===== src/rtl/fft_stim_gen.sv =====
`default_nettype none
// ============================================================================
// Module   : fft_stim_gen
// Brief    : Frame stimulus source for the FFT core (impulse/rect/LFSR).
//            Optional transfer signature output enabled by FFT_STIM_SIG_EN.
// Revision : 1.0
// ============================================================================
module fft_stim_gen #(
  parameter int                DATA_W     = 16,
  parameter int                N          = 16,
  parameter logic [DATA_W-1:0] AMP        = 16'h7fff,
  parameter int                RECT_K     = 5,
  parameter int                GAP_CYCLES = 0
) (
  input  logic              clk,
  input  logic              reset_n,
  input  logic              start,
  input  logic [1:0]        mode,
  input  logic [7:0]        num_frames,
  input  logic [31:0]       seed,
  input  logic              abort,
  output logic              out_push,
  output logic [DATA_W-1:0] out_real,
  output logic [DATA_W-1:0] out_imag,
  input  logic              out_stall,
  output logic              busy,
  output logic              done,
  output logic [7:0]        frame_cnt
`ifdef FFT_STIM_SIG_EN
  ,
  output logic [31:0]       sig
`endif
);

  localparam int                 c_IDX_W    = $clog2(N);
  localparam int                 c_GAP_W    = (GAP_CYCLES > 1) ? $clog2(GAP_CYCLES) : 1;
  localparam logic [c_IDX_W-1:0] c_IDX_LAST = c_IDX_W'(N - 1);
  localparam logic [c_IDX_W-1:0] c_RECT_LO  = c_IDX_W'(RECT_K);
  localparam logic [c_IDX_W-1:0] c_RECT_HI  = c_IDX_W'(N - RECT_K);
  localparam logic [c_GAP_W-1:0] c_GAP_LAST = c_GAP_W'((GAP_CYCLES > 0) ? GAP_CYCLES - 1 : 0);
  localparam logic [31:0]        c_TAPS     = 32'h8020_0003;

  typedef enum logic [1:0] {
    ST_IDLE = 2'd0,
    ST_RUN  = 2'd1,
    ST_GAP  = 2'd2,
    ST_DONE = 2'd3
  } state_t;

  function automatic logic [31:0] lfsr_step(input logic [31:0] s);
    lfsr_step = s[0] ? ((s >> 1) ^ c_TAPS) : (s >> 1);
  endfunction

  function automatic logic [DATA_W-1:0] pattern(input logic [1:0] m, input logic [c_IDX_W-1:0] i);
    logic hit;
    hit = 1'b0;
    case (m)
      2'd0:    hit = (i == '0);
      2'd1:    hit = (i == c_IDX_W'(1));
      2'd2:    hit = (i <= c_RECT_LO) || (i >= c_RECT_HI);
      default: hit = 1'b0;
    endcase
    pattern = hit ? AMP : '0;
  endfunction

  state_t              r_state, w_state_next;
  logic [c_IDX_W-1:0]  r_idx;
  logic [7:0]          r_frame_cnt;
  logic [7:0]          r_num_frames;
  logic [1:0]          r_mode;
  logic                r_abort;
  logic [31:0]         r_lfsr;
  logic [c_GAP_W-1:0]  r_gap_cnt;
  logic                r_push;
  logic [DATA_W-1:0]   r_real;
  logic [DATA_W-1:0]   r_imag;

  logic                w_xfer;
  logic                w_last;
  logic                w_stop;
  logic                w_start;
  logic                w_load;
  logic                w_clear;
  logic [1:0]          w_gen_mode;
  logic [31:0]         w_gen_base;
  logic [c_IDX_W-1:0]  w_gen_idx;
  logic [31:0]         w_step1;
  logic [31:0]         w_step2;
  logic [DATA_W-1:0]   w_gen_real;
  logic [DATA_W-1:0]   w_gen_imag;

  assign w_xfer = r_push & ~out_stall;
  assign w_last = w_xfer && (r_idx == c_IDX_LAST);
  assign w_stop = ((r_num_frames != 8'd0) && (r_frame_cnt + 8'd1 == r_num_frames)) || r_abort || abort;

  // Next-sample generator; in IDLE it works from the live inputs so sample 0
  // is ready on the cycle right after start.
  assign w_gen_mode = (r_state == ST_IDLE) ? mode : r_mode;
  assign w_gen_base = (r_state != ST_IDLE) ? r_lfsr : ((seed == 32'd0) ? 32'd1 : seed);
  assign w_gen_idx  = (r_state == ST_RUN) ? r_idx + c_IDX_W'(1) : '0;
  assign w_step1    = lfsr_step(w_gen_base);
  assign w_step2    = lfsr_step(w_step1);
  assign w_gen_real = (w_gen_mode == 2'd3) ? w_step1[DATA_W-1:0] : pattern(w_gen_mode, w_gen_idx);
  assign w_gen_imag = (w_gen_mode == 2'd3) ? w_step2[DATA_W-1:0] : '0;

  always_ff @(posedge clk or negedge reset_n) begin
    if (!reset_n) r_state <= ST_IDLE;
    else          r_state <= w_state_next;
  end

  always_comb begin
    w_state_next = r_state;
    w_start      = 1'b0;
    w_load       = 1'b0;
    w_clear      = 1'b0;
    case (r_state)
      ST_IDLE: begin
        if (start) begin
          w_start      = 1'b1;
          w_load       = 1'b1;
          w_state_next = ST_RUN;
        end
      end
      ST_RUN: begin
        if (w_last) begin
          if (w_stop) begin
            w_clear      = 1'b1;
            w_state_next = ST_DONE;
          end else if (GAP_CYCLES > 0) begin
            w_clear      = 1'b1;
            w_state_next = ST_GAP;
          end else begin
            w_load       = 1'b1;
          end
        end else if (w_xfer) begin
          w_load = 1'b1;
        end
      end
      ST_GAP: begin
        if (r_gap_cnt == c_GAP_LAST) begin
          w_load       = 1'b1;
          w_state_next = ST_RUN;
        end
      end
      default: w_state_next = ST_IDLE;
    endcase
  end

  always_ff @(posedge clk or negedge reset_n) begin
    if (!reset_n) begin
      r_idx        <= '0;
      r_frame_cnt  <= 8'd0;
      r_num_frames <= 8'd0;
      r_mode       <= 2'd0;
      r_abort      <= 1'b0;
      r_lfsr       <= 32'd1;
      r_gap_cnt    <= '0;
      r_push       <= 1'b0;
      r_real       <= '0;
      r_imag       <= '0;
    end else begin
      if (w_load) begin
        r_push <= 1'b1;
        r_real <= w_gen_real;
        r_imag <= w_gen_imag;
        r_lfsr <= (w_gen_mode == 2'd3) ? w_step2 : w_gen_base;
      end else if (w_clear) begin
        r_push <= 1'b0;
        r_real <= '0;
        r_imag <= '0;
      end

      if (w_start) begin
        r_mode       <= mode;
        r_num_frames <= num_frames;
        r_frame_cnt  <= 8'd0;
        r_idx        <= '0;
        r_abort      <= abort;
      end else begin
        if (w_xfer) r_idx <= r_idx + c_IDX_W'(1);
        if (w_last) r_frame_cnt <= r_frame_cnt + 8'd1;
        // Abort only takes effect at a frame boundary, so hold it until DONE.
        if (r_state == ST_DONE)                                   r_abort <= 1'b0;
        else if (abort && (r_state == ST_RUN || r_state == ST_GAP)) r_abort <= 1'b1;
      end

      if (r_state == ST_GAP) r_gap_cnt <= r_gap_cnt + c_GAP_W'(1);
      else                   r_gap_cnt <= '0;
    end
  end

  assign out_push  = r_push;
  assign out_real  = r_real;
  assign out_imag  = r_imag;
  assign busy      = (r_state == ST_RUN) || (r_state == ST_GAP);
  assign done      = (r_state == ST_DONE);
  assign frame_cnt = r_frame_cnt;

`ifdef FFT_STIM_SIG_EN
  logic [31:0]         r_sig;
  logic [2*DATA_W-1:0] w_sig_pair;
  logic [31:0]         w_sig_data;

  assign w_sig_pair = {r_real, r_imag};

  generate
    if (2 * DATA_W >= 32) begin : g_sig_trunc
      assign w_sig_data = w_sig_pair[31:0];
    end else begin : g_sig_ext
      assign w_sig_data = {{(32 - 2 * DATA_W){1'b0}}, w_sig_pair};
    end
  endgenerate

  always_ff @(posedge clk or negedge reset_n) begin
    if (!reset_n)    r_sig <= 32'd0;
    else if (w_start) r_sig <= 32'd0;
    else if (w_xfer)  r_sig <= {r_sig[30:0], r_sig[31]} ^ w_sig_data;
  end

  assign sig = r_sig;
`endif

endmodule
`default_nettype wire

===== config.mk =====
export PLATFORM = sky130hd
export DESIGN_NAME = fft_stim_gen
export DESIGN_NICKNAME = d
export VERILOG_FILES = /design/src/rtl/fft_stim_gen.sv
export SDC_FILE = /design/constraint.sdc
export NUM_CORES = 1
export LEC_CHECK = 0
export CORE_ASPECT_RATIO = 0.7
export CORE_MARGIN = 2
export CORE_UTILIZATION = 48
export DETAILED_ROUTE_END_ITERATION = 12
export PLACE_DENSITY_LB_ADDON = 0.12
export SLEW_MARGIN = 0
export SYNTH_ARGS = -nofsm -noshare
export SYNTH_HDL_FRONTEND = slang
export SYNTH_SLANG_ARGS = --single-unit

===== constraint.sdc =====
create_clock -name clk -period 2.65 [get_ports clk]
set_clock_uncertainty 0.1 [all_clocks]
set_input_delay 0.6625 -clock clk [delete_from_list [all_inputs] [get_ports clk]]
set_output_delay 0.6625 -clock clk [all_outputs]
set_load 0.01 [all_outputs]

==> qor.yml <==
met1_length_um: 6970
criticalPathCategory: "reg2reg"
grt_antenna_before_repair: 0
io_pins: 90
postRouteAntennaNets: 0
synth_commonest_cells: "dfrtp_1 (89), nand2_1 (89), nor2_1 (39), a21oi_1 (32), a31o_1 (29)"
diodes: 0
grt_pass1_vias: 4415
muxShareOfSynthArea: 0.125
final_hold_viol_count: 0
avgSynthCellArea_um2: 9.87
max-cap-violations: 0
cp-end-kind: "register"
synthAdderAreaFrac: 0.0194
clk_pin_slew_ns: 0.07
synth-seq-cells: 90
arrival_ns: 2.72
cp.required_ns: 2.84
cts-root-buf: "clkbuf_16"
synth_xor_area_frac: 0.0424
synth_top_family_by_area: "compound AO/OA/AOI/OAI gates"
ir_drop_v: 0.000352
wl_per_cell_um: 17.8
setup_viol: 0
multi_input_area_um2: 2770
syn_to_final_growth_pct: 36.2
regArea_um2: 2250
routabilityCongestion: 0.972
yosys_most_used_dff: "dfrtp_1"
max_freq_mhz: 394
crit_end: "r_lfsr[1]"
r2r_cells: 9
status: "finished, final reports clean"
coreArea_um2: 10400
yosysTopAreaCell: "dfrtp_1"
r2r_start: "r_state[1]"
numPortBuffers: 89
drc_errors: 0
core.rowCount: 31
grt_pass1_wl_um: 22600
min_period_ns: 2.54
r2r_setup_slack_ns: 0.11
clk_latency_ns: 0.35
synth.area.top_cells: "dfrtp_1 (43%), nand2_1 (6.5%), mux2_2 (5.2%)"
ys_seq_area_frac: 0.437
die_h_um: 90.7
cts_htree_levels: 3
synth_top_area_share: 0.432
finalMaxSlewViolations: 0
fillers: 855
worstPathMaxFanout: 13
wl_met2_um: 6150
finalNonFillerCells: 787
dpl-instance-area_um2: 6540
floorplan.die_area_um2: 11600
p_leak_nw: 3.09
reg2reg_to: "r_lfsr[1]"
synthArstFlopShare: 1.00
netlist_area_um2: 5160
synth_edf_count: 0
routed.top_layer: "met4"
power.density_nw_per_um2: 407
cts_tree: "built"
postCtsHoldBufs: 0
syn_nets: 578
syn_inst: 523
yosys.area_share.simple: 0.162
fin_total_pwr_mw: 2.86
die_w_um: 128
vias: 4471
grt_overflow: 0
ys_types: 57
start_util: 0.496
cts-buffers-inserted: 9
synth_compound_area_frac: 0.170
firstDrtPassIters: 5
wl_met3_um: 718
viasPerCell: 5.68
drtIter0Drc: 338
critPathLaunch: "r_state[1]"
dpl.hpwl_um: 9620
slew_headroom: 0.705
clock_path_buffers: 2
drive_gt1_frac: 0.211
grt_max_degree: 54
yosys_warnings: 0
tightestPinTransition_ns: 0.431
place_inst: 766
period_share: 0.957
whs_ns: 0.0728
start_kind: "register"
fin_util: 0.676
cts_sinks: 90
final_cell_area_um2: 7030
drt_wl_total_um: 14000
grtUsageTotal: 0.246
fin_nets: 705
hold_path_class: "in2async"
[power breakdown]
part | total, mW | internal [mW] | switching [mW]
registers | 1.37 | 1.37 | 0.0000000000000000374
logic | 0.158 | 0.0953 | 0.0628
clock network | 1.33 | 0.748 | 0.581
total | 2.86 | 2.22 | 0.644
[routing by layer]
metal,vias to the layer above,GRT usage
li1,2124,-
met3,10,0.0515
met1,2203,0.374
met4,0,0.0632
met5,-,0
met2,134,0.356
[final cells by class]
class | instances | area share
Multi-Input combinational cell | 387 | 0.394
Sequential cell | 90 | 0.321
Timing Repair Buffer | 154 | 0.214
Clock buffer | 9 | 0.0320
Tap cell | 132 | 0.0235
Clock inverter | 7 | 0.0117
Inverter | 8 | 0.00427
[kinds of logic after synthesis]
group | count (synthesis)
AND/OR/NAND/NOR | 182
AO/OA/AOI/OAI | 122
flip-flops | 90
multiplexers | 50
buffers and inverters | 46
XOR/XNOR | 25
adder cells (fa/ha/maj) | 8
[through the flow]
step / setup slack [ns] / setup TNS, ns
floorplan: 0.159 / 0
global placement: -0.241 / -2.72
detailed placement: -0.277 / -4.30
CTS: 0.00885 / 0
global route: -0.0570 / -0.0570
finish: 0.113 / 0
[worst min-delay path by stage]
stage                         start              end  slack [ns]  cells past startpoint
after floorplan             reset_n     frame_cnt[0]        0.27                      0
after global placement    r_gap_cnt        r_gap_cnt        0.33                      1
after detailed placement  r_gap_cnt        r_gap_cnt        0.35                      1
after CTS                   reset_n  r_num_frames[4]        0.07                      1
after global routing        reset_n  r_num_frames[4]        0.08                      1
final                       reset_n        r_gap_cnt        0.07                      1
[sequential cells by signal, indices dropped and copies added, names as in the netlist]
register,flops
r_num_frames,8
out_imag,16
out_push,1
out_real,15
frame_cnt,8
r_gap_cnt,1
r_mode,2
r_idx,4
r_state,2
r_lfsr,32
r_abort,1
[worst max-delay path, cell delays in order (launching register included)]
cell	delay [ns]
dfrtp_1	0.42
inv_1	0.16
ha_4	0.28
mux2_2	0.38
and2_1	0.17
nor2b_1	0.13
a211oi_1	0.36
o21ai_0	0.16
a211oi_2	0.21
a21o_1	0.11
[repair_timing]
action | in CTS | in global routing
resized for setup | 2 | 20
endpoints found under the setup margin | 12 | 56
endpoints found under the hold margin | 0 | 0
pin swaps | 0 | 3
setup buffers | 0 | 2
cloned | 0 | 3
[layout by cell type, fill, tap and decap left out, types with 5 or more instances in the layout]
master and n:
nand4_1 5, o21ai_0 13, a21o_1 11, a21oi_1 31, dfrtp_1 89, buf_12 7
inv_1 8, xnor2_1 10, and2_1 5, mux4_2 9, clkdlybuf4s50_1 88, nor4_1 8
buf_4 54, mux2i_1 15, nor2_1 39, xor2_1 14, o2bb2ai_1 6, mux2_2 24
nor2b_1 6, nand2_1 89, nor3_1 5, a31o_1 29, ha_1 6, clkbuf_16 11
Note: power is estimated with default switching activity, not from simulation.
